File: src/rtl/aligned_clk_gen_pkg.sv
// Shared types and constants for the edge-aligned divided clock generator.
package aligned_clk_gen_pkg;

  typedef enum logic [1:0] {
    IDLE  = 2'd0,
    RUN   = 2'd1,
    DRAIN = 2'd2
  } state_t;

  localparam int DEF_DIV_W = 8;

  // Fixed half-periods of the /2 and /4 lanes, in master clock cycles.
  localparam int HP_D2 = 1;
  localparam int HP_D4 = 2;

endpackage

File: src/rtl/aligned_clk_gen_lane.sv
// One divider lane: toggles every hp cycles, restarts high on start, rises only when allowed.
// Outputs registered; is_low reports the value the output takes at the coming edge.
module clk_div_lane #(
  parameter int W = 8
) (
  input  logic         clk,
  input  logic         rst,
  input  logic [W-1:0] hp,
  input  logic         start,
  input  logic         allow_rise,
  output logic         clk_o,
  output logic         ce_o,
  output logic         is_low
);

  localparam logic [W-1:0] ONE = W'(1);

  logic [W-1:0] cnt_q, cnt_nxt;
  logic         clk_q, clk_nxt;
  logic         ce_q, ce_nxt;

  // Counter runs 0..hp-1; hp is never 0 so hp-1 cannot underflow.
  always_comb begin
    clk_nxt = clk_q;
    ce_nxt  = 1'b0;
    cnt_nxt = cnt_q;
    if (start) begin
      clk_nxt = 1'b1;
      ce_nxt  = 1'b1;
      cnt_nxt = '0;
    end else if (cnt_q == hp - ONE) begin
      cnt_nxt = '0;
      if (clk_q) begin
        clk_nxt = 1'b0;
      end else if (allow_rise) begin
        clk_nxt = 1'b1;
        ce_nxt  = 1'b1;
      end
    end else begin
      cnt_nxt = cnt_q + ONE;
    end
  end

  always_ff @(posedge clk) begin
    if (rst) begin
      cnt_q <= '0;
      clk_q <= 1'b0;
      ce_q  <= 1'b0;
    end else begin
      cnt_q <= cnt_nxt;
      clk_q <= clk_nxt;
      ce_q  <= ce_nxt;
    end
  end

  assign clk_o  = clk_q;
  assign ce_o   = ce_q;
  assign is_low = ~clk_nxt;

endmodule

File: src/rtl/aligned_clk_gen.sv
// Edge-aligned /2, /4 and /(2*N) clock outputs plus clock-enable strobes from clk.
// All outputs registered; stopping drains each high phase to its natural fall.
module aligned_clk_gen
  import aligned_clk_gen_pkg::*;
#(
  parameter int DIV_W = DEF_DIV_W
) (
  input  logic             clk,
  input  logic             rst,
  input  logic             en,
  input  logic             sync,
  input  logic [DIV_W-1:0] half_per,
  output logic             clk_d2,
  output logic             clk_d4,
  output logic             clk_dn,
  output logic             ce_d2,
  output logic             ce_d4,
  output logic             ce_dn,
  output logic             running
);

  state_t           state_q, state_nxt;
  logic [DIV_W-1:0] hp_q;
  logic             start, allow_rise;
  logic             low_d2, low_d4, low_dn;
  logic             all_low;
  logic             running_q;

  // Lane controls depend only on registered state and inputs, keeping the
  // is_low feedback into next-state free of combinational loops.
  always_comb begin
    start      = 1'b0;
    allow_rise = 1'b0;
    case (state_q)
      IDLE:    start = en;
      RUN: begin
        allow_rise = en;
        start      = en & sync;
      end
      default: ;
    endcase
  end

  assign all_low = low_d2 & low_d4 & low_dn;

  always_comb begin
    state_nxt = state_q;
    case (state_q)
      IDLE:    if (en) state_nxt = RUN;
      RUN:     if (!en) state_nxt = all_low ? IDLE : DRAIN;
      DRAIN:   if (all_low) state_nxt = IDLE;
      default: state_nxt = IDLE;
    endcase
  end

  always_ff @(posedge clk) begin
    if (rst) begin
      state_q   <= IDLE;
      hp_q      <= DIV_W'(1);
      running_q <= 1'b0;
    end else begin
      state_q   <= state_nxt;
      running_q <= (state_nxt != IDLE);
      if (start) hp_q <= (half_per == '0) ? DIV_W'(1) : half_per;
    end
  end

  assign running = running_q;

  clk_div_lane #(.W(DIV_W)) u_lane_d2 (
    .clk        (clk),
    .rst        (rst),
    .hp         (DIV_W'(HP_D2)),
    .start      (start),
    .allow_rise (allow_rise),
    .clk_o      (clk_d2),
    .ce_o       (ce_d2),
    .is_low     (low_d2)
  );

  clk_div_lane #(.W(DIV_W)) u_lane_d4 (
    .clk        (clk),
    .rst        (rst),
    .hp         (DIV_W'(HP_D4)),
    .start      (start),
    .allow_rise (allow_rise),
    .clk_o      (clk_d4),
    .ce_o       (ce_d4),
    .is_low     (low_d4)
  );

  clk_div_lane #(.W(DIV_W)) u_lane_dn (
    .clk        (clk),
    .rst        (rst),
    .hp         (hp_q),
    .start      (start),
    .allow_rise (allow_rise),
    .clk_o      (clk_dn),
    .ce_o       (ce_dn),
    .is_low     (low_dn)
  );

endmodule

File: config.mk
export PLATFORM = sky130hd
export DESIGN_NAME = aligned_clk_gen
export DESIGN_NICKNAME = d
export VERILOG_FILES = /design/src/rtl/aligned_clk_gen_pkg.sv /design/src/rtl/aligned_clk_gen_lane.sv /design/src/rtl/aligned_clk_gen.sv
export SDC_FILE = /design/constraint.sdc
export NUM_CORES = 1
export LEC_CHECK = 0
export BUFFER_PORTS_ARGS = -buffer_cell sky130_fd_sc_hd__buf_2
export CAP_MARGIN = 25
export CELL_PAD_IN_SITES_DETAIL_PLACEMENT = 0
export CELL_PAD_IN_SITES_GLOBAL_PLACEMENT = 2
export CORE_MARGIN = 3
export CORE_UTILIZATION = 33
export CTS_CLUSTER_DIAMETER = 60
export DETAILED_ROUTE_END_ITERATION = 16
export PLACE_DENSITY_LB_ADDON = 0.1
export SLEW_MARGIN = 20
export SYNTH_ARGS = -nofsm -noshare
export SYNTH_HDL_FRONTEND = slang
export SYNTH_HIERARCHICAL = 1
export SYNTH_SLANG_ARGS = --single-unit
File: constraint.sdc
create_clock -name clk -period 2.15 [get_ports clk]
set_input_delay 0.5375 -clock clk [delete_from_list [all_inputs] [get_ports clk]]
set_output_delay 0.5375 -clock clk [all_outputs]
set_load 0.03 [all_outputs]
## After elaboration in Yosys (flattened, before gate mapping)

Index checks and enable logic that the tools add are counted.

- Flip-flop bits (word level): 41
- Input bits: 12
- Output and inout port bits: 7
- Logic and storage cells: 57

- $add $sub $neg: 4
- Equality and inequality tests: 4
- Muxes and demuxes: 24
- Bitwise gates (word level): 6
- Reduce and logical (&&, ||, !) cells: 7

Operators with widths:

| cell | number |
|---|---|
| adder 8 x 1 -> 8 bit, second input constant | 3 |
| two-way mux 1 bit | 17 |
| logical NOT 8 bit | 2 |
| OR reduction 3 bit | 3 |
| == test 8 x 1 -> 1 bit, second input constant | 1 |
| == test 8 bit | 1 |
| two-way mux 2 bit | 4 |
| two-way mux 8 bit | 1 |
| subtractor 8 x 1 -> 8 bit, second input constant | 1 |
| case mux 2 bit (3 select lines) | 1 |
| AND 1 bit | 3 |
| inverter 1 bit | 3 |
| == test 2 x 1 -> 1 bit, second input constant | 1 |
| == test 2 bit, second input constant | 1 |
| logical NOT 2 bit | 1 |
| case mux 1 bit (2 select lines) | 1 |
| nonzero test 2 bit | 1 |

## Longest topological paths before layout

Gate-level depths: netlist of the first run.

- Depth after elaboration: 13
- Gate-level depth with buffers: 8
- Gate-level depth less buffers: 8

## Hierarchy

The synthesis of the first run kept the hierarchy.

Modules (own cells, without submodules):

| module | instances | cells each | area each (um^2) | sequential area each (um^2) |
|---|---|---|---|---|
| clk_div_lane | 3 | 73 | 629.4 | 200.2 |
| aligned_clk_gen | 1 | 55 | 476.7 | 220.2 |

## Worst setup path after synthesis of the first run

OpenSTA, ideal clock, no wires.

- Path kind: register to register
- Start point: register hp_q[0]
- End point: register running_q (netlist: running)
- Library setup time: 0.075 ns
- Arrival: 2.227 ns
- Required time: 2.075 ns
- Path slack: -0.151 ns
- Cell stages (with the launch flop): 9
- Buffers on the path: 0
- Clock period less this slack: 2.301 ns
- Cells stage by stage: dfxtp_1 inv_1 ha_1 or3_1 a31o_2 o41a_1 and2_1 a31o_2 o22ai_1

- Cells in the longest elaborated chain, start to end: 10
- Elaborated cells between the ends (all ways): 11
- Those cells by class: add/sub (1); eq/ne (1); mux (6); bitwise (2); reduce/logical (1)

RTL lines:

| what | line | source |
|---|---|---|
| start: declaration | aligned_clk_gen.sv:23 | `logic [DIV_W-1:0] hp_q;` |
| start signal: assignment | aligned_clk_gen.sv:64 | `if (start) hp_q <= (half_per == '0) ? DIV_W'(1) : half_per;` |
| subtractor 8 x 1 -> 8 bit * | aligned_clk_gen_lane.sv:31 | `end else if (cnt_q == hp - ONE) begin` |
| == test 8 bit * | aligned_clk_gen_lane.sv:31 |  |
| two-way mux 1 bit * | aligned_clk_gen_lane.sv:31 |  |
| two-way mux 1 bit * | aligned_clk_gen_lane.sv:27 | `if (start) begin` |
| inverter 1 bit * | aligned_clk_gen_lane.sv:58 | `assign is_low = ~clk_nxt;` |
| named net low_dn | aligned_clk_gen.sv:25 | `logic low_d2, low_d4, low_dn;` |
| AND 1 bit * | aligned_clk_gen.sv:44 | `assign all_low = low_d2 & low_d4 & low_dn;` |
| two-way mux 2 bit (2 in a row) | aligned_clk_gen.sv:50 | `RUN: if (!en) state_nxt = all_low ? IDLE : DRAIN;` |
| case mux 2 bit (3 select lines) * | aligned_clk_gen.sv:48 | `case (state_q)` |
| nonzero test 2 bit * | aligned_clk_gen.sv:63 | `running_q <= (state_nxt != IDLE);` |
| end signal: assignment | aligned_clk_gen.sv:63 |  |
| end: declaration | aligned_clk_gen.sv:27 | `logic running_q;` |

Mark *: on every way through the listed nets, which the timed path passes. The rest lies on a longest branch.
A chain may end at the register's enable or synchronous reset.

## Final worst setup path of the first run

- Start point: register hp_q[1]
- End point: register running_q (netlist: running)

Same word-level chain as after synthesis.

==> results of run 1 <==
-- per-stage QoR --
| step | util | setup WS [ns] | setup TNS (ns) |
|---|---|---|---|
| finish | 0.449 | 0.00684 | 0 |
| global route | 0.449 | -0.0569 | -0.111 |
| floorplan | - | -0.0231 | -0.0231 |
| global placement | 0.422 | 0.00871 | 0 |
| CTS | 0.440 | 0.00588 | 0 |
| detailed placement | 0.422 | -0.0236 | -0.0297 |
-- worst max-delay path: cells and delay by family, from the launching register on --
kind	cells	cell delay, ns
compound gates	4	0.92
simple gates	2	0.52
flops	1	0.34
buf+inv	2	0.15
fa+ha+maj	1	0.15
-- worst min path at each step --
stage | endpoint | slack (ns) | cells past startpoint | start
after floorplan | u_lane_d2/cnt_q[0] | 0.44 | 1 | u_lane_d2/cnt_q[0]
after global placement | u_lane_d2/cnt_q[0] | 0.45 | 1 | u_lane_d2/cnt_q[0]
after detailed placement | u_lane_d4/cnt_q[0] | 0.46 | 1 | u_lane_d4/cnt_q[0]
after CTS | u_lane_d2/cnt_q[0] | 0.48 | 1 | u_lane_d2/cnt_q[0]
after global routing | hp_q[6] | 0.50 | 3 | half_per[6]
final | u_lane_d2/cnt_q[0] | 0.47 | 1 | u_lane_d2/cnt_q[0]
-- state kept, by name, summed over array words and instances (netlist names), 2 cells and up --
register,cells
hp_q,8
state_q,2
u_lane_d2/cnt_q,8
u_lane_d4/cnt_q,8
u_lane_dn/cnt_q,8
-- metal layers --
metal  vias to the layer above  global-route usage  wire length [µm]
met1                       847               0.174              2640
met4                         0              0.0344                43
met3                         4              0.0300               162
met5                         -                   0                 0
met2                        24               0.180              1920
li1                       1087                   -                 -
-- layout by cell type (no fill, tap or decap), types with 4 or more instances in the layout --
master,netlist,layout
ha_1,6,5
nand2_1,6,6
nor2_1,43,42
xor2_1,21,21
xnor2_1,22,22
buf_4,0,15
a21oi_1,17,17
buf_2,1,18
nand3_1,13,13
clkbuf_8,0,6
dfxtp_1,41,39
nand2b_1,4,4
conb_1,2,60
o21ai_0,10,10
inv_1,13,12
nor3_1,6,6
and3_1,9,9
nor2b_1,6,6
-- final cells by class --
type / count / share of cell area
multi-input cells: 275 / 0.572
inverters: 13 / 0.0158
clock inverters: 1 / 0.00973
well taps: 96 / 0.0389
repair buffers: 34 / 0.0693
clock buffers: 7 / 0.0280
flip-flops and latches: 41 / 0.267
-- logic make-up (layout without fill, tap and decap cells) --
family	count (synthesis)	in the layout	share of synthesized area
AND/OR/NAND/NOR	112	112	0.258
AO/OA/AOI/OAI	54	54	0.175
XOR/XNOR	43	43	0.159
flip-flops	41	41	0.347
buffers and inverters	16	55	0.0259
adder cells (fa/ha/maj)	6	6	0.0317
other	2	60	0.00318
-- repair_timing --
| item | CTS | global route |
|---|---|---|
| resized for setup | 0 | 11 |
| pin swaps | 3 | 6 |
| setup buffers | 1 | 1 |
| endpoints found under the setup margin | 2 | 7 |
-- where the power goes --
part	switching, mW	internal [mW]
logic	0.200	0.162
registers	0.0294	0.792
clock network	0.268	0.379
==> impl_metrics.prom, run 1 <==
# TYPE chip_impl_metric gauge
chip_impl_metric{name="number_of_port_buffers",unit=""} 18
chip_impl_metric{name="dp_cells",unit=""} 457
chip_impl_metric{name="die_h",unit="µm"} 90.7
chip_impl_metric{name="drt.antenna.violating_nets",unit=""} 0
chip_impl_metric{name="insertedDiodeCount",unit=""} 0
chip_impl_metric{name="power.density_cell_area",unit="mW/mm²"} 593
chip_impl_metric{name="worstPathArrival",unit="ns"} 2.37
chip_impl_metric{name="timing.hold.ws",unit="ns"} 0.471
chip_impl_metric{name="grt_pass1_wl",unit="µm"} 8260
chip_impl_metric{name="finalInstanceArea",unit="mm²"} 0.00309
chip_impl_info{name="synth.largest_area_cell",value="dfxtp_1"} 1
chip_impl_info{name="crit_path_frequent_cell",value="a31o_4"} 1
chip_impl_metric{name="synth_enable_flop_cells",unit=""} 0
chip_impl_info{name="timing.critical_path.to_type",value="flop"} 1
chip_impl_info{name="worst-setup-path-type",value="flop to flop"} 1
chip_impl_info{name="path_cells",value="buf_6 -> inv_2 -> ha_4 -> or3_4 -> a31o_4 -> o41a_1 -> and2_4 -> a31o_4 -> o22ai_2"} 1
chip_impl_info{name="crit_path_start",value="hp_q[1]"} 1
chip_impl_metric{name="drt-pass1-iter-count",unit=""} 4
chip_impl_metric{name="worst_clock_skew",unit="ns"} 0.00733
chip_impl_metric{name="cts.htree.levels",unit=""} 2
chip_impl_metric{name="antenna_found_initial",unit=""} 0
chip_impl_metric{name="ctsLongestPathBuffers",unit=""} 2
chip_impl_metric{name="cts.sink_count",unit=""} 41
chip_impl_metric{name="routed_via_density",unit=""} 4.20
chip_impl_metric{name="clkSlewWorstSetupHoldPaths",unit="ns"} 0.08
chip_impl_metric{name="netlist_instances",unit=""} 274
chip_impl_info{name="worstSetupEndpoint",value="running"} 1
chip_impl_info{name="start_kind",value="flop"} 1
chip_impl_info{name="synth_flop_cell",value="dfxtp_1"} 1
chip_impl_metric{name="max-cap-violations",unit=""} 0
chip_impl_info{name="post-synth-top-count-cell",value="nor2_1"} 1
chip_impl_metric{name="final_setup_violation_count",unit=""} 0
chip_impl_metric{name="synth_area_per_inst",unit="µm²"} 8.63
chip_impl_info{name="status",value="complete, no violations"} 1
chip_impl_metric{name="hold_buffers",unit=""} 0
chip_impl_metric{name="gp_congestion",unit=""} 0.797
chip_impl_metric{name="drive_gt1_frac",unit=""} 0.189
chip_impl_info{name="tritoncts_clock_tree",value="built"} 1
chip_impl_metric{name="cp_slowest_stage_delay",unit="ns"} 0.38
chip_impl_metric{name="via_count_of_the_routed_design",unit=""} 1962
chip_impl_metric{name="area_of_the_multi_input_gates",unit="mm²"} 0.00176
chip_impl_metric{name="setup.reg_to_reg.worst_slack",unit="ns"} 0.007
chip_impl_info{name="synth.top_cells.by_count",value="nor2_1 (43), dfxtp_1 (41), xnor2_1 (22)"} 1
chip_impl_metric{name="dpl-instance-area",unit="mm²"} 0.00290
chip_impl_metric{name="async_set_or_reset_register_ratio_after_synthesis",unit=""} 0
chip_impl_metric{name="ios",unit=""} 19
chip_impl_metric{name="synthesis.area",unit="mm²"} 0.00236
chip_impl_metric{name="start_util",unit=""} 0.344
chip_impl_metric{name="detailed_place_hpwl",unit="µm"} 3680
chip_impl_metric{name="num_rows",unit=""} 30
chip_impl_metric{name="numCtsBuffers",unit=""} 5
chip_impl_metric{name="synthToLayoutAreaGrowth",unit="%"} 30.5
chip_impl_info{name="unrepaired_setup_endpoints_after_global_routing",value="true"} 1
chip_impl_info{name="critical_path.reg2reg.startpoint",value="hp_q[1]"} 1
chip_impl_info{name="cpMaxStageDelayCell",value="o41a_1"} 1
chip_impl_metric{name="filler_cell_count",unit=""} 726
chip_impl_metric{name="p_leak",unit="nW"} 1.31
chip_impl_metric{name="layout_worst_path_cycle_share",unit=""} 0.997
chip_impl_metric{name="synthDominantCellAreaShare",unit=""} 0.347
chip_impl_metric{name="drc",unit=""} 0
chip_impl_metric{name="grt-ovfl-total",unit=""} 0
chip_impl_metric{name="max_clock_freq",unit="GHz"} 0.467
chip_impl_metric{name="grt.total_usage",unit=""} 0.122
chip_impl_metric{name="grt_pass1_vias",unit=""} 1789
chip_impl_metric{name="stdcell_count",unit=""} 467
chip_impl_metric{name="hold_violations",unit=""} 0
chip_impl_metric{name="wl",unit="µm"} 4770
chip_impl_metric{name="worst_supply_voltage_drop_on_vdd",unit="mV"} 0.251
chip_impl_metric{name="layout.area.seq",unit="µm²"} 823
chip_impl_metric{name="grt_start_max_net_pins",unit=""} 22
chip_impl_metric{name="total_power",unit="mW"} 1.83
chip_impl_metric{name="clock_insertion_delay_worst_skew",unit="ns"} 0.29
chip_impl_metric{name="postSynthRegisterBits",unit=""} 41
chip_impl_metric{name="num-nets-final",unit=""} 388
chip_impl_metric{name="fin_crit",unit="ns"} 2.14
chip_impl_metric{name="core_region_area",unit="mm²"} 0.00687
chip_impl_metric{name="initialDrtViolationCount",unit=""} 58
chip_impl_metric{name="crit_fanout",unit=""} 4
chip_impl_metric{name="final_max_slew_viols",unit=""} 0
chip_impl_metric{name="required",unit="ns"} 2.38
chip_impl_info{name="rr_endpoint",value="running"} 1
chip_impl_info{name="synth_area_leaders",value="dfxtp_1 (35%), xnor2_1 (8.1%), xor2_1 (7.8%), nor2_1 (6.8%), a21oi_1 (3.6%)"} 1
chip_impl_metric{name="portion_of_the_post_synthesis_area_used_by_sequential_elements",unit=""} 0.347
chip_impl_info{name="root_buffer",value="clkbuf_8"} 1
chip_impl_metric{name="rr_worst_depth",unit=""} 9
chip_impl_metric{name="die_x",unit="µm"} 90.7
chip_impl_metric{name="synth.lib_cells_used.distinct",unit=""} 38
chip_impl_metric{name="total_die_area",unit="mm²"} 0.00822
chip_impl_info{name="min-delay-path-class",value="flop to flop"} 1
chip_impl_metric{name="synth_warnings",unit=""} 6
chip_impl_metric{name="route.detailed.wl_per_inst",unit="µm"} 10.2
No activity file was read; power rests on OpenSTA's default activity.
==> run 2, diff against run 1 <==
Settings changed: RECOVER_POWER set to 25.
==> impl_metrics.prom, run 2 (synthesis results as in run 1) <==
# TYPE chip_impl_metric gauge
chip_impl_info{name="status",value="complete, no violations"} 1
chip_impl_metric{name="ios",unit=""} 19
chip_impl_metric{name="drive_gt1_frac",unit=""} 0.181
chip_impl_metric{name="final_util",unit=""} 0.448
chip_impl_metric{name="ctsLongestPathBuffers",unit=""} 2
chip_impl_metric{name="cts.sink_count",unit=""} 41
chip_impl_info{name="root_buffer",value="clkbuf_8"} 1
chip_impl_metric{name="cts.htree.levels",unit=""} 2
chip_impl_metric{name="wl",unit="µm"} 4770
chip_impl_metric{name="grt_pass1_wl",unit="µm"} 8260
chip_impl_metric{name="start_util",unit=""} 0.344
chip_impl_info{name="critical_path.reg2reg.startpoint",value="hp_q[1]"} 1
chip_impl_metric{name="via_count_of_the_routed_design",unit=""} 1965
chip_impl_metric{name="drt.antenna.violating_nets",unit=""} 0
chip_impl_info{name="timing.critical_path.max_delay_family",value="compound AO/OA/AOI/OAI gates"} 1
chip_impl_metric{name="worst_supply_voltage_drop_on_vdd",unit="mV"} 0.251
chip_impl_metric{name="grt_start_max_net_pins",unit=""} 22
chip_impl_metric{name="max_clock_freq",unit="GHz"} 0.467
chip_impl_metric{name="route.detailed.wl_per_inst",unit="µm"} 10.2
chip_impl_info{name="unrepaired_setup_endpoints_after_global_routing",value="true"} 1
chip_impl_metric{name="die_x",unit="µm"} 90.7
chip_impl_metric{name="clock_insertion_delay_worst_skew",unit="ns"} 0.29
chip_impl_info{name="timing.critical_path.to_type",value="flop"} 1
chip_impl_metric{name="total_die_area",unit="mm²"} 0.00822
chip_impl_metric{name="grt-ovfl-total",unit=""} 0
chip_impl_info{name="start_kind",value="flop"} 1
chip_impl_metric{name="insertedDiodeCount",unit=""} 0
chip_impl_metric{name="final_setup_violation_count",unit=""} 0
chip_impl_metric{name="crit_fanout",unit=""} 4
chip_impl_metric{name="p_leak",unit="nW"} 1.30
chip_impl_metric{name="gp_congestion",unit=""} 0.797
chip_impl_metric{name="worstHoldPathCells",unit=""} 1
chip_impl_info{name="worst-setup-path-type",value="flop to flop"} 1
chip_impl_metric{name="antenna_found_initial",unit=""} 0
chip_impl_metric{name="initialDrtViolationCount",unit=""} 56
chip_impl_info{name="tritoncts_clock_tree",value="built"} 1
chip_impl_info{name="min-delay-path-class",value="flop to flop"} 1
chip_impl_metric{name="timing.final.ws_setup",unit="ns"} 0.00681
chip_impl_metric{name="required",unit="ns"} 2.38
chip_impl_metric{name="worst_clock_skew",unit="ns"} 0.00556
chip_impl_info{name="crit_path_frequent_cell",value="a31o_4"} 1
chip_impl_info{name="cpMaxStageDelayCell",value="o41a_1"} 1
chip_impl_metric{name="detailed_place_hpwl",unit="µm"} 3680
chip_impl_metric{name="fin_crit",unit="ns"} 2.14
chip_impl_metric{name="die_h",unit="µm"} 90.7
chip_impl_metric{name="final_max_slew_viols",unit=""} 0
chip_impl_metric{name="grt.total_usage",unit=""} 0.122
chip_impl_metric{name="worstPathArrival",unit="ns"} 2.37
chip_impl_info{name="path_cells",value="buf_6 -> inv_2 -> ha_4 -> or3_4 -> a31o_4 -> o41a_1 -> and2_4 -> a31o_4 -> o22ai_2"} 1
chip_impl_metric{name="core_region_area",unit="mm²"} 0.00687
chip_impl_metric{name="area_of_the_multi_input_gates",unit="mm²"} 0.00176
chip_impl_metric{name="stdcell_count",unit=""} 467
chip_impl_metric{name="rr_worst_depth",unit=""} 9
chip_impl_metric{name="numCtsBuffers",unit=""} 5
chip_impl_metric{name="routed_via_density",unit=""} 4.21
chip_impl_metric{name="power.density_cell_area",unit="mW/mm²"} 595
chip_impl_metric{name="layout.area.seq",unit="µm²"} 823
chip_impl_metric{name="num-nets-final",unit=""} 388
chip_impl_metric{name="grt_pass1_vias",unit=""} 1789
chip_impl_metric{name="cp_slowest_stage_delay",unit="ns"} 0.38
chip_impl_metric{name="num_rows",unit=""} 30
chip_impl_metric{name="hold_violations",unit=""} 0
chip_impl_metric{name="cp_num_cells",unit=""} 9
chip_impl_metric{name="layout_worst_path_cycle_share",unit=""} 0.997
chip_impl_metric{name="cp.buffers_inverters",unit=""} 2
chip_impl_metric{name="max-cap-violations",unit=""} 0
chip_impl_metric{name="number_of_port_buffers",unit=""} 18
chip_impl_info{name="mostFrequentLayoutCell",value="conb_1"} 1
chip_impl_metric{name="dp_cells",unit=""} 457
chip_impl_metric{name="drc",unit=""} 0
chip_impl_metric{name="total_power",unit="mW"} 1.83
chip_impl_metric{name="synthToLayoutAreaGrowth",unit="%"} 30.3
chip_impl_metric{name="drt-pass1-iter-count",unit=""} 5
chip_impl_metric{name="clkSlewWorstSetupHoldPaths",unit="ns"} 0.08
chip_impl_metric{name="filler_cell_count",unit=""} 728
chip_impl_info{name="holdCritStartpoint",value="u_lane_d2/cnt_q[0]"} 1
chip_impl_info{name="layout_common_cells",value="conb_1 (60), nor2_1 (42), dfxtp_1 (39)"} 1
chip_impl_metric{name="detailedPlace.worstSlack",unit="ns"} -0.0236
chip_impl_info{name="crit_path_start",value="hp_q[1]"} 1
## run 2: final timing paths
check	slack (ns)	end
max	0.007	running
max reg2reg	0.007	running
min	0.47	u_lane_d2/cnt_q[0]
min reg2reg	0.47	u_lane_d2/cnt_q[0]
## run 2: metal layers
metal / part of all wire / GRT usage / vias up / wire [µm]
li1: - / - / 1088 / -
met1: 0.55 / 0.174 / 851 / 2620
met2: 0.40 / 0.180 / 22 / 1930
met3: 0.038 / 0.0300 / 4 / 181
met4: 0.0090 / 0.0344 / 0 / 43
met5: 0 / 0 / - / 0
## run 2: cell type report
cell class                      instances  area share
Multi-Input combinational cell        275       0.573
Sequential cell                        41       0.267
Timing Repair Buffer                   34      0.0674
Tap cell                               96      0.0390
Clock buffer                            7      0.0280
Inverter                               13      0.0158
Clock inverter                          1     0.00975
## run 2: per-stage QoR
step                TNS [ns]  hold WS [ns]  cell area, µm²
floorplan            -0.0231         0.436            2600
global placement           0         0.454            2900
detailed placement   -0.0297         0.460            2900
CTS                        0         0.479            3020
global route          -0.111         0.496            3080
finish                     0         0.472            3080
## run 2: timing repair
item,CTS,global route
hold buffers,0,0
pin swaps,3,6
endpoints found under the setup margin,2,7
gates resized for setup,0,11
buffers inserted,1,1
## run 2: where the power goes
| group | switching (mW) | internal (mW) | leakage [nW] |
|---|---|---|---|
| Sequential | 0.0295 | 0.792 | 0.335 |
| Clock | 0.271 | 0.379 | 0.0585 |
| Combinational | 0.200 | 0.160 | 0.906 |
| Total | 0.500 | 1.33 | 1.30 |
